`src/rtl/mini_src_io_bank.sv`:
```
// Mini SRC I/O port bank: NIN buffered input channels (FIFO per channel) and
// NOUT handshaked output registers, shared by the CPU in/out instruction path.
module mini_src_io_bank #(
  parameter int WIDTH = 32,
  parameter int NIN   = 2,
  parameter int NOUT  = 2,
  parameter int DEPTH = 4,
  parameter int SEL_W = 2
) (
  input  logic                  clk,
  input  logic                  reset,
  input  logic [SEL_W-1:0]      in_sel,
  input  logic                  in_rd,
  output logic [WIDTH-1:0]      cpu_rdata,
  input  logic [SEL_W-1:0]      out_sel,
  input  logic                  out_wr,
  input  logic [WIDTH-1:0]      cpu_wdata,
  input  logic [NIN*WIDTH-1:0]  ext_in_data,
  input  logic [NIN-1:0]        ext_in_valid,
  output logic [NIN-1:0]        ext_in_ready,
  output logic [NIN-1:0]        in_avail,
  output logic [NOUT*WIDTH-1:0] ext_out_data,
  output logic [NOUT-1:0]       ext_out_valid,
  input  logic [NOUT-1:0]       ext_out_ack,
  output logic [NOUT-1:0]       out_ovf
);

  localparam int AW = (DEPTH > 1) ? $clog2(DEPTH) : 1;
  localparam int CW = AW + 1;

  logic [NIN*WIDTH-1:0] head_flat;
  logic [NIN*WIDTH-1:0] last_flat;

  for (genvar i = 0; i < NIN; i++) begin : g_in
    logic [WIDTH-1:0] mem [DEPTH];
    logic [AW-1:0]    rptr;
    logic [AW-1:0]    wptr;
    logic [CW-1:0]    cnt;
    logic [WIDTH-1:0] last_q;
    logic             push;
    logic             pop;

    // Ready comes from the registered count only; a pop on an empty FIFO is dropped.
    assign push = ext_in_valid[i] && (cnt != CW'(DEPTH));
    assign pop  = in_rd && (in_sel == SEL_W'(i)) && (cnt != '0);

    always_ff @(posedge clk or negedge reset) begin
      if (!reset) begin
        rptr   <= '0;
        wptr   <= '0;
        cnt    <= '0;
        last_q <= '0;
      end else begin
        if (push) wptr <= wptr + 1'b1;
        if (pop) begin
          rptr   <= rptr + 1'b1;
          last_q <= mem[rptr];
        end
        case ({push, pop})
          2'b10:   cnt <= cnt + 1'b1;
          2'b01:   cnt <= cnt - 1'b1;
          default: ;
        endcase
      end
    end

    always_ff @(posedge clk) begin
      if (push) mem[wptr] <= ext_in_data[i*WIDTH +: WIDTH];
    end

    assign ext_in_ready[i]                = (cnt != CW'(DEPTH));
    assign in_avail[i]                    = (cnt != '0);
    assign head_flat[i*WIDTH +: WIDTH]    = mem[rptr];
    assign last_flat[i*WIDTH +: WIDTH]    = last_q;
  end

  // Unmapped channel numbers read as zero.
  always_comb begin
    cpu_rdata = '0;
    for (int i = 0; i < NIN; i++) begin
      if (in_sel == SEL_W'(i)) begin
        cpu_rdata = in_avail[i] ? head_flat[i*WIDTH +: WIDTH]
                                : last_flat[i*WIDTH +: WIDTH];
      end
    end
  end

  for (genvar j = 0; j < NOUT; j++) begin : g_out
    logic [WIDTH-1:0] data_q;
    logic             vld_q;
    logic             ovf_q;
    logic             wr;

    assign wr = out_wr && (out_sel == SEL_W'(j));

    // A write in the same cycle as an ack consumes the old word cleanly.
    always_ff @(posedge clk or negedge reset) begin
      if (!reset) begin
        data_q <= '0;
        vld_q  <= 1'b0;
        ovf_q  <= 1'b0;
      end else if (wr) begin
        data_q <= cpu_wdata;
        vld_q  <= 1'b1;
        if (vld_q && !ext_out_ack[j]) ovf_q <= 1'b1;
      end else if (vld_q && ext_out_ack[j]) begin
        vld_q <= 1'b0;
      end
    end

    assign ext_out_data[j*WIDTH +: WIDTH] = data_q;
    assign ext_out_valid[j]               = vld_q;
    assign out_ovf[j]                     = ovf_q;
  end

endmodule

```
`config.mk`:
```
export PLATFORM = sky130hd
export DESIGN_NAME = mini_src_io_bank
export DESIGN_NICKNAME = d
export VERILOG_FILES = /design/src/rtl/mini_src_io_bank.sv
export SDC_FILE = /design/constraint.sdc
export NUM_CORES = 1
export LEC_CHECK = 0
export ABC_AREA = 1
export BUFFER_PORTS_ARGS = -buffer_cell sky130_fd_sc_hd__buf_4
export CAP_MARGIN = 15
export CORE_ASPECT_RATIO = 0.7
export CORE_UTILIZATION = 63
export DETAILED_ROUTE_END_ITERATION = 12
export MAX_ROUTING_LAYER = met4
export PLACE_DENSITY = 0.95
export SETUP_SLACK_MARGIN = 0.15
export SLEW_MARGIN = 0
export SYNTH_ARGS = -nofsm -noshare
export SYNTH_HDL_FRONTEND = slang
export SYNTH_SLANG_ARGS = --single-unit
```
`constraint.sdc`:
```
create_clock -name clk -period 3.9 [get_ports clk]
set_input_delay 0 -clock clk [delete_from_list [all_inputs] [get_ports clk]]
set_output_delay 0 -clock clk [all_outputs]
set_load 0.03 [all_outputs]
```
==> results of run 1 <==
-- report_power, final --
group / internal (uW) / leakage [uW] / switching [uW]
registers: 5620 / 0.00415 / 462
clock network: 2130 / 0.000615 / 1580
logic: 1750 / 0.00493 / 3960
-- stage by stage --
| step | power, uW | std cells | utilization [%] | hold WS, ns | area [um^2] |
|---|---|---|---|---|---|
| after floorplan | 9720 | 1689 | - | -0.2956 | 17080 |
| after global placement | 11200 | 2193 | 70.61 | 0.1065 | 18860 |
| after detailed placement | 11520 | 2193 | 70.61 | 0.09495 | 18860 |
| after CTS | 15380 | 2363 | 79.02 | 0.02765 | 21110 |
| after global routing | 16260 | 2365 | 79.13 | 0.07246 | 21140 |
| final | 15510 | 2365 | 79.13 | 0.05110 | 21140 |
-- final timing paths --
check | startpoint | endpoint | slack [ns] | depth (start not counted)
max | g_in[1].rptr[0]$_DFFE_PN0P_ | cpu_rdata[2] | 1.03 | 9
min in group asynchronous | reset | g_in[0].last_q[3]$_DFFE_PN0P_ | 0.07 | 2
max in group asynchronous | reset | g_out[0].data_q[9]$_DFFE_PN0P_ | 2.78 | 3
max reg2reg | g_in[1].cnt[1]$_DFFE_PN0P_ | g_in[1].cnt[2]$_DFFE_PN0P_ | 1.25 | 10
min reg2reg | g_in[1].last_q[2]$_DFFE_PN0P_ | g_in[1].last_q[2]$_DFFE_PN0P_ | 0.48 | 2
min | in_rd | g_in[0].cnt[0]$_DFFE_PN0P_ | 0.05 | 5
-- worst min-delay path, delay by kind of cell --
kind          cells  cell delay (ns)
xor+xnor          1             0.08
simple gates      1             0.08
buf+inv           2             0.19
fa+ha+maj         1             0.20
-- state kept, by name, indices dropped and copies added, names as in the netlist --
signal	flops
g_in.rptr	4
g_in.cnt	6
g_in.mem	256
g_out.data_q	64
g_in.wptr	4
g_out.vld_q	2
g_out.ovf_q	2
g_in.last_q	64
-- routing by layer --
layer  share of wire (%)  routed length (um)  global-route usage [%]  up-vias
li1                    -                   -                       -     6069
met1                  36               16250                   40.74     6332
met2                  48               21440                   54.09      905
met3                  11                4910                   6.932      178
met4                 4.7                2111                   15.83        0
met5                   0                   0                       -        -
-- cells in the mapped netlist (2+ instances only) --
master,n
nand2_2,2
fa_1,2
dfrtp_1,146
nand3b_1,64
inv_1,123
nand3_1,128
xnor2_1,4
o21ai_0,94
o21bai_1,2
buf_1,3
buf_4,6
nor2_4,2
buf_6,4
nor2_2,2
nand3_2,2
edfxtp_1,256
nor2_1,14
nand2_1,689
inv_2,3
clkbuf_1,27
a21oi_1,3
o21ai_1,38
buf_2,57
ha_1,10
xor2_1,6
-- cells by family after synthesis --
kind of cell	Yosys count	share of synthesized area [%]
adders and majority gates	12	0.9668
DFF	402	66.38
AOI/OAI and AO/OA	137	4.043
buffers and inverters	224	5.654
and+or+nand+nor	904	22.44
xor gates and xnor gates	10	0.5126
-- final cells by class --
cell class	count	area share, %
diodes	1	0.01184
clock buffers	54	5.274
clock inverters	16	0.6215
inverters	126	2.237
multi-input cells	1063	22.70
flip-flops and latches	402	53.66
well taps	364	2.154
repair buffers	339	13.34
==> reports/metrics.yaml, run 1 <==
sta:
  rsz0062_at_grt: "false"
  tightest_slew_ns: 1.043
  fin_crit_sh_pct: 73.50
  setup_viol_count_final: 0
  hold_viol: 0
  slew_headroom_pct: 30.25
  timing.fmax_mhz: 348.9
  finClkSkew_ns: 0.01735
  min_period_ns: 2.866
  slew_viol_final: 0
  setup_tns_ns: 0
  setup_slack_ns: 1.034
status:
  status: "finished clean"
worst_hold_path:
  hold_path.class: "input port to flip-flop"
clock_tree:
  post_cts_buffers: 0
  cts_made_buffers: 38
  clock_latency_ns: 0.55
  clockBufferDepth: 3
  path_clk_slew_ns: 0.07
  h-tree-depth: 2
  ctsHoldBuffers: 100
  cts.repair.resized: 0
  ctsRootBufferMaster: "clkbuf_16"
  clock_sinks: 402
  cts_tree: "built"
synth:
  async_flop_share_pct: 36.32
  ys_seq_elements: 402
  netlist_instances: 1689
  synth_edf_count: 256
  synth_area_um2: 17080
  synth.distinct_cells: 27
  yosysSeqAreaShare_pct: 66.38
  synthTopCellsByArea: "edfxtp_1, dfrtp_1, nand2_1"
  synthFlopType: "edfxtp_1"
  yosysTopAreaCellShare_pct: 45.00
  syn_nets: 1809
  postSynthAreaPerCell_um2: 10.11
  synth_top_area_cell: "edfxtp_1"
  ys_warn_count: 0
critical_path:
  cp_slowest_cell: "inv_1"
  cp_common_cell: "nand2_1"
  end_kind: "primary output"
  worst_setup_path_start_kind: "flip-flop"
  cp_data_required_time_ns: 3.90
  cp.arrival_ns: 2.87
  path_class: "flip-flop to primary output"
  crit_path_max_incr_delay_ns: 0.61
  crit_chain: "inv_1 -> buf_4 -> nand2_1 -> nand3_1 -> nand2_1 -> nand2_1 -> nand2_1 -> nand2_1 -> buf_4"
  crit_fanout: 40
  crit_buf_inv: 3
  cp_top_family: "buffers and inverters"
global_routing:
  grt_max_degree: 81
  antenna_found_initial: 1
  grt_overflow: 0
  grt_pass1_wl_mm: 68.81
  grt_pass1_vias: 13337
  grt_usage_pct: 33.56
placed_design:
  pre_cts_ws_ns: 1.316
  hpwl_mm: 26.18
  port_buffers: 211
  gp_congestion: 0.8129
die:
  start_util_pct: 63.95
  fp.dieH_um: 139.8
  dieArea_um2: 27790
  die_x_um: 198.8
  num_rows: 50
  coreArea_um2: 26710
  io_pins: 212
final_layout:
  fillers: 1432
  multi_input_area_um2: 4800
  drive_gt1_share_pct: 15.95
  final_common_cell: "nand2_1"
  nets: 2090
  regArea_um2: 11340
  area_growth_pct: 23.74
  layout_common_cells: "nand2_1, edfxtp_1, buf_4"
flow_run:
  drv_cap: 0
route:
  drtAntennaViolNets: 0
  vias: 13484
  drtPass1Iterations: 8
  wl_mm: 44.71
  first_iter_violations: 1491
  drc: 0
  detail_route.vias_per_cell: 5.701
  wl_per_cell_um: 18.91
power:
  vdd_drop_max_mv: 0.5781
  p_per_area_nw_per_um2: 733.8
  p_leak_uw: 0.009696
Note: power is estimated with default switching activity, not from simulation.
==> inputs of run 2 (changes only) <==
--- a/config.mk
+++ b/config.mk
@@ -9,10 +9,10 @@
 export BUFFER_PORTS_ARGS = -buffer_cell sky130_fd_sc_hd__buf_4
 export CAP_MARGIN = 15
 export CORE_ASPECT_RATIO = 0.7
-export CORE_UTILIZATION = 63
+export CORE_UTILIZATION = 52
 export DETAILED_ROUTE_END_ITERATION = 12
 export MAX_ROUTING_LAYER = met4
-export PLACE_DENSITY = 0.95
+export PLACE_DENSITY = 0.85
 export SETUP_SLACK_MARGIN = 0.15
 export SLEW_MARGIN = 0
 export SYNTH_ARGS = -nofsm -noshare
==> constraint.sdc (replaced) <==
create_clock -name clk -period 2.55 [get_ports clk]
set_input_delay 0 -clock clk [delete_from_list [all_inputs] [get_ports clk]]
set_output_delay 0 -clock clk [all_outputs]
set_load 0.03 [all_outputs]
==> run 2 against run 1 <==
Against the previous run: global-route usage fell by 8.2 points; clock skew is 0.0071 ns higher; critical path depth shrank 1; sequential power grew 51%; critical path type unchanged; critical endpoint is now cpu_rdata[12].
==> reports/metrics.yaml, run 2 (synthesized netlist as in run 1, its figures left out) <==
status:
  status: "finished clean"
sta:
  timing.fmax_mhz: 435.8
  hold_viol: 0
  tightest_slew_ns: 1.015
  finClkSkew_ns: 0.02450
  fin_crit_sh_pct: 90.00
  min_period_ns: 2.295
  setup_viol_count_final: 0
  hold_slack_ns: 0.01030
  setup_slack_ns: 0.2551
  slew_viol_final: 0
  rsz0062_at_grt: "false"
  slew_headroom_pct: 32.10
clock_tree:
  clockBufferDepth: 3
  cts_made_buffers: 39
  clock_sinks: 402
  h-tree-depth: 2
  path_clk_slew_ns: 0.06
  cts_tree: "built"
  clock_latency_ns: 0.55
  ctsRootBufferMaster: "clkbuf_16"
  post_cts_buffers: 0
route:
  first_iter_violations: 1198
  vias: 12782
  drtPass1Iterations: 5
  wl_mm: 41.57
  drtAntennaViolNets: 0
  drc: 0
  detail_route.vias_per_cell: 5.243
  wl_per_cell_um: 17.05
critical_path:
  path_class: "flip-flop to primary output"
  crit_fanout: 33
  cp_slowest_cell: "dfrtp_1"
  crit_path_max_incr_delay_ns: 0.44
  crit_chain: "nor2_4 -> buf_4 -> nand2_2 -> buf_4 -> nand2_1 -> nand2_1 -> nand2_1 -> buf_4"
  rr_endpoint: "g_in[1].cnt[2]$_DFFE_PN0P_"
  reg2reg_slack_ns: 0.44
  end_kind: "primary output"
  cp.arrival_ns: 2.29
  cp_data_required_time_ns: 2.55
  r2r_start: "g_in[1].cnt[0]$_DFFE_PN0P_"
  rr_worst_depth: 11
  worst_setup_path_start_kind: "flip-flop"
power:
  vdd_drop_max_mv: 0.8738
  p_per_area_nw_per_um2: 1095
  p_leak_uw: 0.009735
placed_design:
  gp_congestion: 0.8387
  hpwl_mm: 25.63
  port_buffers: 211
  pre_cts_ws_ns: 0.4736
  placed_cells: 2266
final_layout:
  nets: 2101
  finalNonFillerCells: 2438
  area_growth_pct: 24.52
  fillers: 2335
  fin_util_pct: 65.77
  largest_register_ff_count: 256
  top_register: "g_in.mem"
  final_common_cell: "nand2_1"
  antenna_cells: 0
  drive_gt1_share_pct: 16.31
  reg.largest.list: "g_in.mem: 256 flops, g_in.last_q: 64 flops, g_out.data_q: 64 flops"
  layout_common_cells: "nand2_1, edfxtp_1, buf_4"
die:
  start_util_pct: 52.82
  die_x_um: 218.6
  num_rows: 55
  io_pins: 212
  coreArea_um2: 32340
  dieArea_um2: 33590
  fp.dieH_um: 153.7
global_routing:
  grt_pass1_wl_mm: 64.59
  grt_overflow: 0
  grt_max_degree: 68
  grt_usage_pct: 25.34
  antenna_found_initial: 0
  grt_pass1_vias: 12267
flow_run:
  drv_cap: 0
worst_hold_path:
  hold_path.class: "input port to asynchronous set/reset pin"
-- run 2: changes by cell type in the layout (fill, tap and decap cells not counted), moves of 2 or more --
cell | before | now
clkinv_8 | 0 | 2
clkbuf_8 | 4 | 6
buf_4 | 237 | 244
clkbuf_16 | 41 | 39
clkbuf_1 | 9 | 6
clkinv_1 | 4 | 8
buf_6 | 1 | 3
-- run 2: worst max path at each step --
stage	start	end	depth (start not counted)
floorplan	g_in[0].cnt[0]$_DFFE_PN0P_	g_in[0].mem[0][0]$_DFFE_PP_	4
global placement	g_in[1].cnt[0]$_DFFE_PN0P_	g_in[1].cnt[2]$_DFFE_PN0P_	11
detailed placement	g_in[1].cnt[0]$_DFFE_PN0P_	g_in[1].cnt[2]$_DFFE_PN0P_	11
CTS	g_in[0].rptr[0]$_DFFE_PN0P_	cpu_rdata[25]	8
global route	g_in[1].cnt[1]$_DFFE_PN0P_	cpu_rdata[6]	8
finish	g_in[1].cnt[0]$_DFFE_PN0P_	cpu_rdata[12]	8
-- run 2: power breakdown --
group | switching [uW] | internal, uW
registers | 608 | 8600
logic | 5840 | 2710
clock network | 2430 | 3110
-- run 2: per-stage QoR --
step	instance area, um^2	power, uW	setup TNS (ns)
finish	21270	23290	0
global route	21270	24650	0
CTS	21270	23380	0
detailed placement	19030	17670	0
global placement	19030	17330	0
floorplan	17080	14870	-51.20
-- run 2: final cells by class --
type	count	area [um^2]	share of cell area, %
Timing Repair Buffer	349	2897	13.62
Inverter	126	473.0	2.223
Clock buffer	51	1081	5.082
Sequential cell	402	11340	53.32
Tap cell	427	534.3	2.511
Clock inverter	20	145.1	0.6823
Multi-Input combinational cell	1063	4800	22.56
-- run 2: layer usage --
layer / up-vias / part of all wire, % / global-route usage (%)
li1: 6087 / - / -
met1: 6070 / 41 / 32.45
met2: 552 / 49 / 41.55
met3: 73 / 7.8 / 4.629
met4: 0 / 2.3 / 6.827
met5: - / 0 / -
-- run 2: worst max-delay path, delay by kind of cell (launching register included) --
family | cells | cell delay [ns]
buffers and inverters | 3 | 0.76
flip-flops | 1 | 0.44
AND/OR/NAND/NOR | 5 | 0.53
-- run 2: timing repair --
item | 4_1_cts | 5_1_grt
hold buffers | 101 | 0
endpoints found under the hold margin | 447 | 0
gates resized for setup | 0 | 2
setup endpoints to repair | 0 | 9
